$ cat config.mk
export PLATFORM = sky130hd
export DESIGN_NAME = serial_adder
export DESIGN_NICKNAME = d
export VERILOG_FILES = /design/src/rtl/serial_adder_pkg.sv /design/src/rtl/serial_adder_fa_cell.sv /design/src/rtl/serial_adder.sv
export SDC_FILE = /design/constraint.sdc
export NUM_CORES = 1
export LEC_CHECK = 0
export BUFFER_PORTS_ARGS = -buffer_cell sky130_fd_sc_hd__clkbuf_2
export CAP_MARGIN = 10
export CELL_PAD_IN_SITES_DETAIL_PLACEMENT = 0
export CELL_PAD_IN_SITES_GLOBAL_PLACEMENT = 2
export CORE_AREA = 2 2 78 80
export DETAILED_ROUTE_END_ITERATION = 16
export DIE_AREA = 0 0 80 82
export GPL_TIMING_DRIVEN = 0
export MAX_ROUTING_LAYER = met4
export PLACE_DENSITY_LB_ADDON = 0.1
export SKIP_CTS_REPAIR_TIMING = 1
export SYNTH_ARGS = -nofsm -noshare
export SYNTH_HDL_FRONTEND = slang
export SYNTH_SLANG_ARGS = --single-unit
$ cat constraint.sdc
create_clock -name clk -period 1.5 [get_ports clk]
set_input_delay 0.3 -clock clk [delete_from_list [all_inputs] [get_ports clk]]
set_output_delay 0.3 -clock clk [all_outputs]
set_load 0.01 [all_outputs]
$ cat src/rtl/serial_adder_pkg.sv
// Shared types and helpers for the bit-serial adder/subtractor.
package serial_adder_pkg;

    // Controller states: waiting, shifting bits, presenting the result.
    typedef enum logic [1:0] {
        S_IDLE = 2'd0,
        S_RUN  = 2'd1,
        S_DONE = 2'd2
    } state_t;

    // Bit-index counter width; a one-bit datapath still needs a one-bit counter.
    function automatic int cnt_width(input int width);
        return (width > 1) ? $clog2(width) : 1;
    endfunction

endpackage

$ cat src/rtl/serial_adder_fa_cell.sv
// One-bit full adder: the only arithmetic element in the serial datapath.
module fa_cell (
    input  logic a,
    input  logic b,
    input  logic c,
    output logic s,
    output logic cy
);

    // Sum is the parity of the inputs; carry is their majority.
    always_comb begin
        s  = a ^ b ^ c;
        cy = (a & b) | (a & c) | (b & c);
    end

endmodule

$ cat src/rtl/serial_adder.sv
// Bit-serial adder/subtractor: one bit per clock, LSB first, through a
// single full-adder cell with a registered carry.
module serial_adder
    import serial_adder_pkg::*;
#(
    parameter int WIDTH = 8
) (
    input  logic             clk,
    input  logic             rst_n,
    input  logic             start,
    input  logic [WIDTH-1:0] a,
    input  logic [WIDTH-1:0] b,
    input  logic             cin,
    input  logic             sub,
    output logic             busy,
    output logic             done,
    output logic [WIDTH-1:0] sum,
    output logic             cout,
    output logic             ovf
);

    localparam int CW = cnt_width(WIDTH);
    localparam logic [CW-1:0] LAST_IDX = CW'(WIDTH - 1);
    // Index of the bit just below the MSB; unused when WIDTH is 1.
    localparam logic [CW-1:0] PRE_MSB_IDX = CW'((WIDTH > 1) ? WIDTH - 2 : 0);

    state_t           state, state_next;
    logic             accept;
    logic             last_bit;
    logic [CW-1:0]    cnt;
    logic [WIDTH-1:0] op_a, op_b;
    logic [WIDTH-1:0] shreg, shreg_next;
    logic             carry;
    logic             carry_msb;
    logic             fa_s, fa_cy;

    // State register.
    always_ff @(posedge clk) begin
        // NOTE: sequential state uses non-blocking assignments so every
        // register samples the pre-edge value of every other register.
        if (!rst_n) state <= S_IDLE;
        else        state <= state_next;
    end

    // Next-state logic and start acceptance (start only matters in IDLE/DONE).
    always_comb begin
        // NOTE: defaults first, so no path through the case leaves a
        // variable unassigned and infers a latch.
        state_next = state;
        accept     = 1'b0;
        last_bit   = (cnt == LAST_IDX);
        unique case (state)
            S_IDLE: begin
                if (start) begin
                    accept     = 1'b1;
                    state_next = S_RUN;
                end
            end
            S_RUN: begin
                if (last_bit) state_next = S_DONE;
            end
            S_DONE: begin
                if (start) begin
                    accept     = 1'b1;
                    state_next = S_RUN;
                end else begin
                    state_next = S_IDLE;
                end
            end
            default: state_next = S_IDLE;
        endcase
    end

    fa_cell u_fa (
        .a  (op_a[0]),
        .b  (op_b[0]),
        .c  (carry),
        .s  (fa_s),
        .cy (fa_cy)
    );

    // Result shift register fills from the MSB so the LSB lands at bit 0.
    always_comb begin
        shreg_next            = shreg >> 1;
        shreg_next[WIDTH-1]   = fa_s;
    end

    // Operand shifters, carry, bit counter and carry-into-MSB capture.
    always_ff @(posedge clk) begin
        // NOTE: every datapath register is reset, including the shift
        // registers; the design is small enough that a clean scan/fault
        // start state is worth more than the reset fan-out.
        if (!rst_n) begin
            op_a      <= '0;
            op_b      <= '0;
            shreg     <= '0;
            carry     <= 1'b0;
            carry_msb <= 1'b0;
            cnt       <= '0;
        end else if (accept) begin
            // Subtraction is A + ~B + 1: invert B and force the carry-in.
            op_a      <= a;
            op_b      <= b ^ {WIDTH{sub}};
            carry     <= sub | cin;
            // For WIDTH=1 the carry into the MSB is the initial carry itself.
            carry_msb <= sub | cin;
            cnt       <= '0;
        end else if (state == S_RUN) begin
            op_a  <= op_a >> 1;
            op_b  <= op_b >> 1;
            carry <= fa_cy;
            shreg <= shreg_next;
            if (!last_bit) cnt <= cnt + CW'(1);
            if ((WIDTH > 1) && (cnt == PRE_MSB_IDX)) carry_msb <= fa_cy;
        end
    end

    // Result registers load while leaving DONE; done pulses for one cycle.
    always_ff @(posedge clk) begin
        if (!rst_n) begin
            sum  <= '0;
            cout <= 1'b0;
            ovf  <= 1'b0;
            done <= 1'b0;
        end else begin
            done <= (state == S_DONE);
            if (state == S_DONE) begin
                sum  <= shreg;
                cout <= carry;
                ovf  <= carry_msb ^ carry;
            end
        end
    end

    assign busy = (state == S_RUN);

endmodule
After elaboration in Yosys (flattened, before gate mapping). Cells that the tools add are included.

Add/sub/neg operators: 1. Equal/unequal tests: 6. Mux-type cells: 15. Bitwise logic cells: 13. Reduce and logical (&&, ||, !) cells: 9.

Operator list (number): $mux 8 (4); $mux 1 (8); $reduce_and 2->1 (4); $xor 8x8->8 (1); $eq 3x3->1 const B (2); $pmux 2 s3 (1); $mux 2 (2); $reduce_bool 2->1 (2); $reduce_or 2->1 (2); $add 3x1->3 const B (1); $and 1x1->1 (3); $not 1->1 (3); $or 1x1->1 (3); $xor 1x1->1 (3); $eq 2x1->1 const B (1); $eq 2x2->1 const B (1); $logic_not 2->1 (1); $ne 2x1->1 const B (1); $ne 2x2->1 const B (1).

Bits in registers: 42. Bits of input ports: 21. Output and inout bits: 12. Logic and storage cells: 55.

Longest topological paths before layout.
Depth in word-level cells: 6. Gate-level depth with buffers: 6. Depth with buffers taken out: 5.

By module. A second synthesis with hierarchy kept.

Cells, all modules: 205. Area, all modules: 1810.5 µm².

Modules (own cells, without submodules): serial_adder (times used 1, cells an instance 204, area each 1790.5 µm², seq. area each 840.8 µm²); fa_cell (times used 1, cells an instance 1, area each 20.0 µm², seq. area each 0.0 µm²).

Worst setup path after synthesis. OpenSTA, ideal clock, no wires.

Path type: register to register. Start: register cnt[0]. End: register cnt[0]. Library setup time: 0.115 ns. Data arrival time: 1.172 ns. Setup slack: 0.213 ns. Cell stages (with the launch flop): 6. Buffers on the path: 0. Path through: dfxtp_1 > ha_1 > ha_1 > nor3b_2 > xnor2_1 > nor2_1.

Word-level cells in the longest chain between the ends: 3.

Ends and longest elaborated chain: start, declared (RTL line serial_adder.sv:30) `logic [CW-1:0] cnt;`; start signal, assigned (RTL line serial_adder.sv:113) `if (!last_bit) cnt <= cnt + CW'(1);`; parallel branches: the longest is 3 deep, another holds $add 3x1->3.

Several ways; the timed one is not identified. A chain may end at the register's enable or synchronous reset.

Final worst setup path.
Start: register state[1]. End: output busy.

Word-level cells in the longest chain between the ends: 1.

Ends and longest elaborated chain: start, declared (RTL line serial_adder.sv:27) `state_t state, state_next;`; start signal, assigned (RTL line serial_adder.sv:42) `else state <= state_next;`; $eq 2x1->1 (RTL line serial_adder.sv:135) `assign busy = (state == S_RUN);`; end, declared (RTL line serial_adder.sv:15) `output logic busy,`.

No other way between the ends.

==> summary.txt <==
Synth
  – Most used flip-flop cell after synthesis: dfxtp_1
  – Sequential fraction of the synthesis area: 45.59%
  – Largest cells by area after synthesis: dfxtp_1 (46%), nand2_1 (11%), a21boi_0 (5.3%), nor3_2 (4.9%), o221ai_1 (4.3%)
  – Leading cell types by count after synthesis: nand2_1 (52), dfxtp_1 (42), a21boi_0 (13), nor2_1 (11)
  – Cell taking the most area after synthesis: dfxtp_1
  – Async SR Flop Fraction: 0%
  – Flops & latches, synth: 42
  – Gate Count Post-Synth: 204
  – Count leader, synth: nand2_1
  – Synthesized Nets: 229
  – YS warnings: 0
  – Syn Area/Cell: 9.041 um2
  – Post-synthesis cell type count: 32
  – Cell area after synthesis: 1844 um2
  – Share of Yosys cell area claimed by the top area cell type: 45.59%
  – Post-synth EDFFs: 0

Critical path
  – Cells on worst reg2reg path: 5
  – Top Family by Delay on Critical Path: buffers and inverters
  – Worst r2r src: cnt[0]
  – Critical path class: flip-flop to output pin
  – CP peak stage delay: 0.37 ns
  – Stages on worst setup path: 4
  – Critical Path Source Type: flip-flop
  – Crit end category: output pin
  – CP startpoint: state[1]
  – Worst-path fanout max: 13
  – CP arrival: 1.18 ns
  – Crit-path slowest cell: dfxtp_4
  – CP bufs+invs: 3
  – CP required: 1.20 ns
  – Crit Reg-Reg Endpoint: cnt[1]
  – R2r setup slk: 0.10 ns
  – Crit path cell chain: nand2b_1 > buf_6 > clkinv_8 > clkbuf_2

Power and ir drop
  – P per Cell Area: 1140 nW/um2
  – Worst IR Drop VDD: 0.3690 mV
  – Pwr Total: 0.002694 W
  – Leak pwr: 0.9691 nW

Hold path
  – Hold Startpoint: a[7]
  – WHS Path Cells: 3
  – HP Class: input port to flip-flop
  – Hold Crit Endpoint: op_a[7]

CTS
  – Clk sinks: 42
  – Worst-path clk slew: 0.08 ns
  – CTS tree: done
  – Clock Path Buffers: 2
  – Number of buffers created by CTS: 5
  – CTS Root Cell: clkbuf_8
  – Worst-Skew Late Latency: 0.30 ns
  – H-tree depth: 2

Timing
  – Rel. slew slack: 70.05%
  – Tcrit/Tclk final: 98.55%
  – Fin crit period: 1.478 ns
  – Slack of the critical path: 0.02171 ns
  – Setup TNS: 0 ns
  – RSZ-0062 raised after global routing: yes
  – Clock skew: 0.008883 ns
  – Final setup viols: 0
  – Maximum clock frequency: 0.6765 GHz
  – Final slew viol count: 0
  – Final Hold Fails: 0
  – Slew @ Worst Pin: 0.4493 ns

Placed design
  – Pre-CTS setup slack: 0.06888 ns
  – Post-placement cell count: 309
  – I/O Buffers: 30
  – GP Congestion: 0.7040
  – HPWL after DPL: 2989 um

Die
  – Top-level I/O count: 33
  – Die area: 6560 um2
  – Row cnt: 28
  – Chip Width: 80 um
  – Die Y: 82 um
  – Initial Util: 32.10%
  – Core area: 5746 um2

GRT
  – First-pass GRT wire length: 7231 um
  – Tot GR Track Use: 14.90%
  – Largest net degree at the start of global routing: 14
  – Initial antenna violation count: 0
  – Vias in the first global route: 1426
  – Grt ovf: 0

Detailed routing
  – DRT Pass-1 Iters: 4
  – Starting DRC count in detailed routing: 53
  – Average vias per placed instance: 4.660
  – Per-cell routed wire length: 13.36 um
  – Routed wire length: 4436 um
  – Via Count: 1547
  – Detail Route Antenna Nets: 0
  – Post-route DRC violation count: 0

Cells and area
  – Post-route insts no fill: 332
  – Ant. Diodes: 0
  – Final net count: 281
  – P&R area growth vs syn: 28.09%
  – Share of cells above drive strength 1: 31.13%
  – # fillers: 639

Run
  – Max cap viols: 0

Outcome
  – Status: finished clean
-- power breakdown --
part | total, W | switching [W] | internal [W]
Sequential | 0.00121 | 0.0000391 | 0.00117
Combinational | 0.000358 | 0.000180 | 0.000178
Clock | 0.00113 | 0.000417 | 0.000710
Total | 0.00269 | 0.000637 | 0.00206
-- worst min-delay path, stage by stage --
cell	delay (ns)
clkbuf_2	0.08
nand2_1	0.04
a21oi_1	0.05
-- area by class of cell --
type / count / area (um2) / area share (%)
timing repair buffer: 46 / 270.3 / 11.44
inverter: 2 / 20.02 / 0.8475
sequential: 42 / 844.6 / 35.75
multi-input combinational: 144 / 894.6 / 37.87
tap: 75 / 93.84 / 3.972
clock inverter: 2 / 60.06 / 2.542
clock buffer: 6 / 82.58 / 3.496
buffer: 15 / 96.34 / 4.078
-- cells in the final DEF (no fill, tap or decap), types with 3 or more instances in the layout --
| master | count |
|---|---|
| buf_6 | 3 |
| a21boi_1 | 6 |
| dfxtp_1 | 41 |
| a31oi_1 | 6 |
| ha_1 | 3 |
| nand2b_1 | 3 |
| buf_2 | 8 |
| nor2_1 | 11 |
| clkbuf_2 | 30 |
| clkbuf_8 | 6 |
| a21boi_0 | 13 |
| nor3_2 | 9 |
| nand2_1 | 52 |
| o21ai_0 | 6 |
| xor2_1 | 8 |
| buf_4 | 18 |
| o221ai_1 | 9 |
-- cell families after synthesis --
kind of cell | after synthesis | share of synthesized area, %
compound gates | 47 | 18.39
flops | 42 | 45.59
buf+inv | 18 | 6.513
fa+ha+maj | 4 | 3.121
simple gates | 83 | 21.64
xor+xnor | 10 | 4.749
-- routing by layer --
metal | wire length [um] | vias up | share of wire [%] | track usage, %
met5 | 0 | - | 0 | -
met4 | 51 | 0 | 1.1 | 4.068
met3 | 157 | 6 | 3.5 | 3.736
met2 | 1926 | 23 | 43 | 21.92
met1 | 2301 | 721 | 52 | 20.35
li1 | - | 797 | - | -
-- how the worst max path moves through the flow --
stage	to	slack (ns)
finish	busy	0.02
global route	busy	-0.03
CTS	busy	-0.20
detailed placement	cnt[0]	0.07
global placement	cnt[0]	0.06
floorplan	cnt[0]	0.21
-- flip-flops by register name, indices dropped and copies added, names as in the netlist --
register and flops:
op_b 8, state 2, carry 1, sum 8, carry_msb 1, cout 1, shreg 8, cnt 3
ovf 1, op_a 8, done 1
-- through the flow --
step | util (%) | hold WS (ns) | instance area, um2
after floorplan | - | 0.4314 | 1844
after global placement | 36.35 | 0.4499 | 2088
after detailed placement | 36.35 | 0.4554 | 2088
after CTS | 38.83 | 0.2048 | 2231
after global routing | 41.12 | 0.2275 | 2362
final | 41.12 | 0.2122 | 2362
No activity file was read; power rests on OpenSTA's default activity.
